--- src/rtl/alu_seg_pkg.sv ---
// alu_seg_pkg: opcodes, FSM states and seven-segment encoding shared by alu_seg_display_seq.
package alu_seg_pkg;

   typedef enum logic [3:0] {
      OP_ADD = 4'd0, OP_SUB = 4'd1, OP_MUL = 4'd2, OP_DIV = 4'd3,
      OP_AND = 4'd4, OP_OR  = 4'd5, OP_XOR = 4'd6, OP_MOD = 4'd7
   } op_e;

   typedef enum logic [1:0] {S_IDLE, S_DIV, S_FIN} state_e;

   localparam logic [6:0] SEG_BLANK = 7'b1111111;

   // Active-low {g,f,e,d,c,b,a}, indexed by nibble value
   localparam logic [6:0] SEG_HEX [16] = '{
      7'b1000000, 7'b1111001, 7'b0100100, 7'b0110000,
      7'b0011001, 7'b0010010, 7'b0000010, 7'b1111000,
      7'b0000000, 7'b0010000, 7'b0001000, 7'b0000011,
      7'b1000110, 7'b0100001, 7'b0000110, 7'b0001110
   };

   function automatic logic [6:0] hex_to_seg(input logic [3:0] n);
      return SEG_HEX[n];
   endfunction

   function automatic logic is_div_op(input logic [3:0] op);
      return op == OP_DIV || op == OP_MOD;
   endfunction

endpackage

--- src/rtl/alu_seq_div.sv ---
// alu_seq_div: restoring divider, one quotient bit per cycle MSB first; done flags the final step.
module alu_seq_div
   import alu_seg_pkg::*;
#(
   parameter int W = 4
)(
   input  logic         CLK,
   input  logic         RST_N,
   input  logic         start,
   input  logic [W-1:0] dividend,
   input  logic [W-1:0] divisor,
   output logic [W-1:0] quotient,
   output logic [W-1:0] remainder,
   output logic         done
);

   localparam int CNT_W = $clog2(W + 1);

   logic [W-1:0]     dvs;
   logic [CNT_W-1:0] cnt;
   logic [W:0]       shifted;
   logic             ge;

   assign shifted = {remainder, quotient[W-1]};
   assign ge      = shifted >= {1'b0, dvs};
   assign done    = cnt == CNT_W'(1);

   always_ff @(posedge CLK or negedge RST_N) begin
      if (!RST_N) begin
         quotient  <= '0;
         remainder <= '0;
         dvs       <= '0;
         cnt       <= '0;
      end else if (start) begin
         quotient  <= dividend;
         remainder <= '0;
         dvs       <= divisor;
         cnt       <= CNT_W'(W);
      end else if (cnt != '0) begin
         quotient  <= {quotient[W-2:0], ge};
         remainder <= ge ? W'(shifted - {1'b0, dvs}) : W'(shifted);
         cnt       <= cnt - 1'b1;
      end
   end

endmodule

--- src/rtl/alu_seg_display_seq.sv ---
// alu_seg_display_seq: registered ALU with sequential divider and multiplexed hex display.
// Define ALU_SEG_LEADING_ZERO_BLANK_EN to blank leading zero digits when showing RESULT.
module alu_seg_display_seq
   import alu_seg_pkg::*;
#(
   parameter int DATA_W      = 4,
   parameter int DIGITS      = 4,
   parameter int REFRESH_DIV = 100000
)(
   input  logic                CLK,
   input  logic                RST_N,
   input  logic [DATA_W-1:0]   A,
   input  logic [DATA_W-1:0]   B,
   input  logic [3:0]          OP,
   input  logic                START,
   input  logic                DISP_SEL,
   output logic                BUSY,
   output logic                DONE,
   output logic [2*DATA_W-1:0] RESULT,
   output logic                FLG_UF,
   output logic                FLG_DZ,
   output logic                FLG_ILL,
   output logic [6:0]          SEG,
   output logic [DIGITS-1:0]   AN
);

   localparam int RES_W = 2 * DATA_W;
   localparam int CW    = $clog2(REFRESH_DIV);
   localparam int DW    = DIGITS > 1 ? $clog2(DIGITS) : 1;
   localparam int WW    = 4 * DIGITS;
   localparam int NW    = 4 * (2 ** DW);

   state_e            state;
   logic [DATA_W-1:0] a_q, b_q, quo, rem;
   logic [3:0]        op_q;
   logic              div_go, div_start, div_done;
   logic [RES_W-1:0]  fin_res;
   logic              fin_uf, fin_dz, fin_ill;
   logic [CW-1:0]     ref_cnt;
   logic [DW-1:0]     dig;
   logic [NW-1:0]     w_pad;
   logic [3:0]        nib;
   logic              blank;

   assign div_go    = is_div_op(OP) && B != '0;
   assign div_start = state == S_IDLE && START && div_go;

   alu_seq_div #(.W(DATA_W)) u_div (
      .CLK       (CLK),
      .RST_N     (RST_N),
      .start     (div_start),
      .dividend  (A),
      .divisor   (B),
      .quotient  (quo),
      .remainder (rem),
      .done      (div_done)
   );

   always_comb begin
      fin_res = '0;
      fin_uf  = 1'b0;
      fin_dz  = 1'b0;
      fin_ill = 1'b0;
      case (op_q)
         OP_ADD: fin_res = RES_W'(a_q) + RES_W'(b_q);
         OP_SUB: begin
            fin_uf  = a_q < b_q;
            fin_res = fin_uf ? '0 : RES_W'(a_q - b_q);
         end
         OP_MUL: fin_res = RES_W'(a_q) * RES_W'(b_q);
         OP_DIV, OP_MOD: begin
            fin_dz  = b_q == '0;
            fin_res = fin_dz ? '1 : RES_W'(op_q == OP_DIV ? quo : rem);
         end
         OP_AND: fin_res = RES_W'(a_q & b_q);
         OP_OR:  fin_res = RES_W'(a_q | b_q);
         OP_XOR: fin_res = RES_W'(a_q ^ b_q);
         default: fin_ill = 1'b1;
      endcase
   end

   always_ff @(posedge CLK or negedge RST_N) begin
      if (!RST_N) begin
         state   <= S_IDLE;
         a_q     <= '0;
         b_q     <= '0;
         op_q    <= '0;
         BUSY    <= 1'b0;
         DONE    <= 1'b0;
         RESULT  <= '0;
         FLG_UF  <= 1'b0;
         FLG_DZ  <= 1'b0;
         FLG_ILL <= 1'b0;
      end else begin
         DONE <= 1'b0;
         case (state)
            S_IDLE: if (START) begin
               a_q   <= A;
               b_q   <= B;
               op_q  <= OP;
               BUSY  <= div_go;
               state <= div_go ? S_DIV : S_FIN;
            end
            S_DIV: if (div_done) begin
               BUSY  <= 1'b0;
               state <= S_FIN;
            end
            S_FIN: begin
               RESULT  <= fin_res;
               FLG_UF  <= fin_uf;
               FLG_DZ  <= fin_dz;
               FLG_ILL <= fin_ill;
               DONE    <= 1'b1;
               state   <= S_IDLE;
            end
            default: state <= S_IDLE;
         endcase
      end
   end

   always_ff @(posedge CLK or negedge RST_N) begin
      if (!RST_N) begin
         ref_cnt <= '0;
         dig     <= '0;
      end else begin
         ref_cnt <= ref_cnt == CW'(REFRESH_DIV - 1) ? '0 : ref_cnt + 1'b1;
         if (ref_cnt == CW'(REFRESH_DIV - 1))
            dig <= dig == DW'(DIGITS - 1) ? '0 : dig + 1'b1;
      end
   end

   // Display word truncated/extended to DIGITS nibbles, then padded so any index is in range
   assign w_pad = NW'(WW'(DISP_SEL ? {A, B} : RESULT));
   assign nib   = w_pad[{dig, 2'b00} +: 4];

`ifdef ALU_SEG_LEADING_ZERO_BLANK_EN
   assign blank = !DISP_SEL && dig != '0 && (w_pad >> {dig, 2'b00}) == '0;
`else
   assign blank = 1'b0;
`endif

   assign SEG = blank ? SEG_BLANK : hex_to_seg(nib);
   assign AN  = ~(DIGITS'(1) << dig);

endmodule

--- config.mk ---
export PLATFORM = sky130hd
export DESIGN_NAME = alu_seg_display_seq
export DESIGN_NICKNAME = d
export VERILOG_FILES = /design/src/rtl/alu_seg_pkg.sv /design/src/rtl/alu_seq_div.sv /design/src/rtl/alu_seg_display_seq.sv
export SDC_FILE = /design/constraint.sdc
export NUM_CORES = 1
export LEC_CHECK = 0
export CORE_AREA = 2 2 124 126
export DETAILED_ROUTE_END_ITERATION = 8
export DIE_AREA = 0 0 126 128
export PLACE_DENSITY = 0.49
export RECOVER_POWER = 50
export SKIP_CTS_REPAIR_TIMING = 1
export SYNTH_ARGS = -nofsm -noshare
export SYNTH_HDL_FRONTEND = slang
export SYNTH_HIERARCHICAL = 1
export SYNTH_SLANG_ARGS = --single-unit
--- constraint.sdc ---
create_clock -name CLK -period 4 [get_ports CLK]
set_clock_uncertainty 0.15 [all_clocks]
set_input_delay 0.4 -clock CLK [delete_from_list [all_inputs] [get_ports CLK]]
set_output_delay 0.4 -clock CLK [all_outputs]
set_load 0.03 [all_outputs]
==> results of run 1 <==
state kept, by name, indices dropped and copies added (netlist names), 3 cells and up:
register and cells:
ref_cnt 17, RESULT 8, a_q 4, b_q 4, op_q 4, u_div/dvs 4
u_div/quotient 4, u_div/remainder 4, u_div/cnt 3
cell families after synthesis:
| kind of cell | after synthesis | share of synthesized area, % |
|---|---|---|
| adders and majority gates | 49 | 15.40 |
| AOI/OAI and AO/OA | 97 | 14.53 |
| muxes | 26 | 7.554 |
| and+or+nand+nor | 150 | 17.31 |
| buffers and inverters | 54 | 5.239 |
| DFF | 61 | 35.31 |
| xor gates and xnor gates | 23 | 4.660 |
worst min path at each step:
stage                          from  slack (ns)                    to
2_1_floorplan                 RST_N       -0.05      BUSY$_DFFE_PN0P_
3_3_place_gp   state[1]$_DFFE_PN0P_        0.33  state[1]$_DFFE_PN0P_
3_5_place_dp   state[1]$_DFFE_PN0P_        0.34  state[1]$_DFFE_PN0P_
4_1_cts                       RST_N        0.13   op_q[2]$_DFFE_PN0P_
5_1_grt        ref_cnt[0]$_DFF_PN0_        0.36  ref_cnt[0]$_DFF_PN0_
6_report       state[1]$_DFFE_PN0P_        0.34  state[1]$_DFFE_PN0P_
stage by stage:
| stage | std cells | hold WS (ns) | power (mW) |
|---|---|---|---|
| 3_5_place_dp | 681 | 0.3393 | 2.703 |
| 2_1_floorplan | 460 | -0.04559 | 2.179 |
| 3_3_place_gp | 681 | 0.3329 | 2.688 |
| 5_1_grt | 697 | 0.3641 | 3.690 |
| 6_report | 697 | 0.3416 | 3.409 |
| 4_1_cts | 697 | 0.1266 | 3.457 |
layer usage:
metal	vias up	part of all wire (%)
li1	1708	-
met1	1665	46
met2	82	46
met3	16	4.6
met4	0	2.7
met5	-	0
power groups by stage:
stage	Clock [mW]	Combinational [mW]	Sequential, mW
final	0.723	1.71	0.978
after global routing	0.774	1.91	1.01
after CTS	0.751	1.73	0.980
after detailed placement	0	1.72	0.988
after global placement	0	1.70	0.986
after floorplan	0	1.20	0.982
cell usage in the layout, fill, tap and decap left out, types with 3 or more instances in the layout:
cell,instances
nand3_1,10
nand2b_1,6
mux2_2,9
dfrtp_1,61
o21ai_0,31
or4b_1,3
a211oi_1,5
nor4_1,4
xor2_1,7
mux2i_1,12
a21o_1,6
o31ai_1,4
xnor2_1,16
clkbuf_16,9
and3_1,3
fa_1,7
a311oi_1,4
nor2b_1,8
clkdlybuf4s50_1,37
nand2_1,52
ha_1,42
a21oi_1,21
mux4_2,4
a2111o_1,3
nor3_1,9
nor2_1,34
clkbuf_1,6
buf_4,5
inv_1,39
layout make-up:
class                      count  area share, %
inverter                      40          2.890
clock buffer                  13          5.010
sequential                    61          29.38
multi-input combinational    345          49.47
clock inverter                 3         0.3854
timing repair buffer          47          8.333
tap                          188          4.528
critical path, delay by kind of cell:
family	cells	cell delay, ns
adders and majority gates	1	0.24
buffers and inverters	3	1.34
muxes	2	0.85
AOI/OAI and AO/OA	1	0.14
and+or+nand+nor	2	0.22
==> flow_summary.ini, run 1 <==
[run_status]
status = finished, violations left
violations = max-capacitance violations, max-slew violations

[yosys]
synthCells = 460
netlist_area_mm2 = 0.004323
async_reset_ff_share_pct = 100.0
yosysTopAreaCell = dfrtp_1
synth_area_per_cell_um2 = 9.398
syn_nets = 525
synth_area_leaders = dfrtp_1, ha_1, nand2_1
yosysSeqAreaShare_pct = 35.31
yosys-top-cells-count = dfrtp_1, nand2_1, ha_1, inv_1, nor2_1
yosysMostFrequentCell = dfrtp_1
synth_seq_cells = 61
synthFlopType = dfrtp_1
synth.distinct_cells = 63
synth_top_cell_area_share_pct = 35.31
synth_edf_count = 0
synth_warnings = 6

[grt]
grt_pass1_vias = 3615
grt_max_degree = 44
grtUsageMet2_pct = 23.66
grtUsageTotal_pct = 14.57
gr-total-overflow = 0
grt_pass1_wl_mm = 18.53
grt_antenna_before_repair = 0
met1_usage_pct = 18.88
met3_usage_pct = 3.214
grt.busiest_layer = met2

[worst_setup_path]
r2r_cells = 10
cp_max_fo = 4
reg2reg_to = RESULT[3]$_DFFE_PN0P_
path_cells = clkdlybuf4s50_1 -> mux4_2 -> nand2_1 -> inv_1 -> ha_1 -> mux2_2 -> nand2_1 -> o311ai_0 -> clkdlybuf4s50_1
startpoint_type = input pin
cp-end-kind = output port
max_stage_delay_ns = 0.64
crit_required_ns = 3.45
endpoint = SEG[6]
crit_arrival_ns = 3.19
crit_start = DISP_SEL
r2r-start = a_q[1]$_DFFE_PN0P_
worstSetupPathType = input pin to output port
r2r_setup_slack_ns = 0.48
cp_slowest_cell = clkdlybuf4s50_1

[drt]
routed_wl_mm = 11.16
wl_per_cell_um = 16.01
drtAntennaViolNets = 0
drt_iter0_markers = 157
via_per_inst = 4.980
dr.pass1.iters = 4
num_vias = 3471
route.detailed.drc = 0

[sta]
finalCritPeriodShare_pct = 93.44
setup_ws_ns = 0.2625
hold_viol = 0
period_needed_ns = 3.738
worstMarginPinSlew_ns = 2.381
maxSlewViolCount = 44
rsz0062_at_grt = false
fin_setup_tns_ns = 0
slew_headroom_pct = -58.71
max_freq_mhz = 267.6
setup_violations = 0

[power_and_ir_drop]
p_leak_nw = 2.341
power_switching_mw = 1.429
vdd_drop_max_v = 0.0002550
seqPwrFrac_pct = 28.7
pwr_density_cell_mw_per_mm2 = 656.3
clkPwrFrac_pct = 21.2
internal_power_mw = 1.980
combPwrFrac_pct = 50.1
swShare_pct = 41.92

[floorplan]
die_x_um = 126
die-area_mm2 = 0.01613
rows = 45
fp.dieH_um = 128
core_mm2 = 0.01486
initial_utilization_pct = 29.08
io_pins = 40

[layout]
regArea_mm2 = 0.001526
fin_nets = 569
final_area_mm2 = 0.005195
multiInputGateArea_mm2 = 0.002570
fillers = 1534
drive_gt1_share_pct = 8.448
final_util_pct = 34.95
diodes = 0
areaGrowthSynthToFinish_pct = 20.17

[clocking]
cts_buffer_depth = 2
cts_tree = built
clkSlewWorstSetupHoldPaths_ns = 0.05
cts_num_sinks = 61
h-tree-depth = 3
cts-root-buf = clkbuf_16
insertion_delay_ns = 0.33
cts_made_buffers = 9

[place]
post-place-ws_ns = 0.2550
port_buffers = 39
place_area_mm2 = 0.004927
dp_hpwl_mm = 8.703
gp_congestion = 0.8535

[run]
drv_cap = 1

[min_path]
hold_path_depth = 1
hp-class = flip-flop to flip-flop
Power figures use the tool's default switching activity.
==> run 2: changes to the inputs <==
Settings changed: ABC_AREA from default to 1, CORE_AREA 2 2 124 126 to 2 2 127 129, DIE_AREA 0 0 126 128 to 0 0 129 131.
==> run 2 against run 1 <==
Net effect: the flow still finishes with violations (max-capacitance violations, max-slew violations); clock power up 15%; worst setup slack better by 0.25 ns; largest cell class unchanged; sequential power about the same; largest power group unchanged.
==> flow_summary.ini, run 2 <==
[yosys]
syn_nets = 692
yosysSeqAreaShare_pct = 33.34
synth_seq_cells = 61
yosys-top-cells-count = nand2_1, inv_1, dfrtp_1, nand3_1, nor2_1
netlist_area_mm2 = 0.004578
synth_area_per_cell_um2 = 7.302
synth_top_cell_area_share_pct = 33.34
synth.distinct_cells = 39
synth_edf_count = 0
synthCells = 627
synth_area_leaders = dfrtp_1, nand2_1, ha_1
synth_warnings = 6
yosysTopAreaCell = dfrtp_1
synthFlopType = dfrtp_1
async_reset_ff_share_pct = 100.0
yosysMostFrequentCell = nand2_1

[layout]
reg_top3 = ref_cnt: 17 flops, RESULT: 8 flops
fillers = 1625
areaGrowthSynthToFinish_pct = 20.66
fin_nets = 739
largest-register = ref_cnt
largest_reg_flops = 17
final_cells = 894
final_area_mm2 = 0.005524
layout_commonest_cell = nand2_1
drive_gt1_share_pct = 7.965
final_util_pct = 35.42
layout_common_cells = nand2_1, inv_1, dfrtp_1
diodes = 0

[clocking]
cts_tree = built
cts_buffer_depth = 2
cts_made_buffers = 9
clkSlewWorstSetupHoldPaths_ns = 0.05
cts-root-buf = clkbuf_16
insertion_delay_ns = 0.33
cts_num_sinks = 61
h-tree-depth = 3

[place]
place_area_mm2 = 0.005229
gp_congestion = 0.9185
port_buffers = 39
dp.cells = 879
post-place-ws_ns = 0.4917
dp_hpwl_mm = 9.228

[floorplan]
initial_utilization_pct = 29.35
io_pins = 40
die-area_mm2 = 0.01690
die_x_um = 129
fp.dieH_um = 131
rows = 46
core_mm2 = 0.01560

[grt]
grt.busiest_layer = met2
gr-total-overflow = 0
grtUsageMet2_pct = 24.71
met1_usage_pct = 20.21
grt_pass1_wl_mm = 19.95
grt_max_degree = 33
grt_pass1_vias = 4073
grtUsageTotal_pct = 14.96
met3_usage_pct = 2.606
grt_antenna_before_repair = 0

[worst_setup_path]
crit_required_ns = 3.45
cp-end-kind = output port
max_stage_delay_ns = 0.69
path_cells = clkdlybuf4s50_1 -> buf_4 -> nand2_1 -> nand3_1 -> nand2_1 -> nor2_1 -> inv_1 -> ha_1 -> nand2_1 -> o21ai_0 -> o21ai_0 -> clkdlybuf4s50_1
startpoint_type = input pin
cp_max_fo = 9
crit_top_cell = nand2_1
cp_slowest_cell = clkdlybuf4s50_1
crit_arrival_ns = 2.94
worstSetupPathType = input pin to output port

[sta]
setup_ws_ns = 0.5099
slew_headroom_pct = -17.31
fin_setup_tns_ns = 0
period_needed_ns = 3.490
worstMarginPinSlew_ns = 1.760
finalCritPeriodShare_pct = 87.25
hold_ws_ns = 0.3093
maxSlewViolCount = 64
setup_violations = 0
hold_viol = 0
max_freq_mhz = 286.5
rsz0062_at_grt = false

[drt]
num_vias = 4066
wl_per_cell_um = 12.97
via_per_inst = 4.548
routed_wl_mm = 11.60
dr.pass1.iters = 4
route.detailed.drc = 0
drtAntennaViolNets = 0
drt_iter0_markers = 180

[run_status]
status = finished, violations left
violations = max-capacitance violations, max-slew violations

[power_and_ir_drop]
finalPower_mw = 3.766
vdd_drop_max_v = 0.0002636
pwr_density_cell_mw_per_mm2 = 681.7
p_leak_nw = 2.869

[run]
drv_cap = 2

[min_path]
hp-class = flip-flop to flip-flop
run 2: cell count changes after synthesis, moves of 7 or more:
cell | previous run | this run
mux2i_1 | 12 | 0
inv_1 | 39 | 86
mux2_2 | 9 | 0
nand2_2 | 0 | 7
nand3_1 | 10 | 60
nor2_1 | 34 | 46
nor2b_1 | 8 | 0
xnor2_1 | 16 | 4
inv_2 | 0 | 9
nand2_1 | 52 | 186
nand4_1 | 1 | 8
run 2: worst paths after layout:
path | end | cells after the start | start | slack, ns
worst max register to register | RESULT[3]$_DFFE_PN0P_ | 11 | a_q[1]$_DFFE_PN0P_ | 0.77
min in group asynchronous | ref_cnt[7]$_DFF_PN0_ | 1 | RST_N | 0.33
worst min-delay path | ref_cnt[0]$_DFF_PN0_ | 1 | ref_cnt[0]$_DFF_PN0_ | 0.31
worst min register to register | ref_cnt[0]$_DFF_PN0_ | 1 | ref_cnt[0]$_DFF_PN0_ | 0.31
max in group asynchronous | a_q[0]$_DFFE_PN0P_ | 2 | RST_N | 1.03
worst max-delay path | SEG[3] | 12 | DISP_SEL | 0.51
run 2: logic make-up (layout without fill, tap and decap cells):
logic type               count (synthesis)  in the layout  share of synthesized area [%]
XOR/XNOR                                12             12                          2.296
flip-flops                              61             61                          33.34
AO/OA/AOI/OAI                           58             58                          6.996
buffers and inverters                  107            158                          9.155
AND/OR/NAND/NOR                        340            340                          33.67
adder cells (fa/ha/maj)                 49             49                          14.54
run 2: critical path, delay by kind of cell:
| family | cells | cell delay, ns |
|---|---|---|
| buffers and inverters | 4 | 1.54 |
| AOI/OAI and AO/OA | 2 | 0.21 |
| and+or+nand+nor | 5 | 0.49 |
| adders and majority gates | 1 | 0.28 |
run 2: where the power goes:
part | switching, mW | leakage, nW | internal (mW) | total (mW)
logic | 1.20 | 1.95 | 0.724 | 1.93
clock network | 0.271 | 0.152 | 0.557 | 0.829
registers | 0.217 | 0.768 | 0.793 | 1.01
run 2: final cells by class:
| cell class | count | area (µm²) | area share (%) |
|---|---|---|---|
| clock inverter | 4 | 72.57 | 1.314 |
| timing repair buffer | 44 | 410.4 | 7.429 |
| sequential | 61 | 1526 | 27.63 |
| inverter | 99 | 376.6 | 6.818 |
| multi-input combinational | 459 | 2625 | 47.52 |
| tap | 216 | 270.3 | 4.892 |
| clock buffer | 11 | 242.7 | 4.394 |
run 2: per-layer routing:
metal | share of wire, % | wire (µm)
met1 | 48 | 5524
met2 | 48 | 5527
met3 | 2.9 | 340
met4 | 1.8 | 204
met5 | 0 | 0
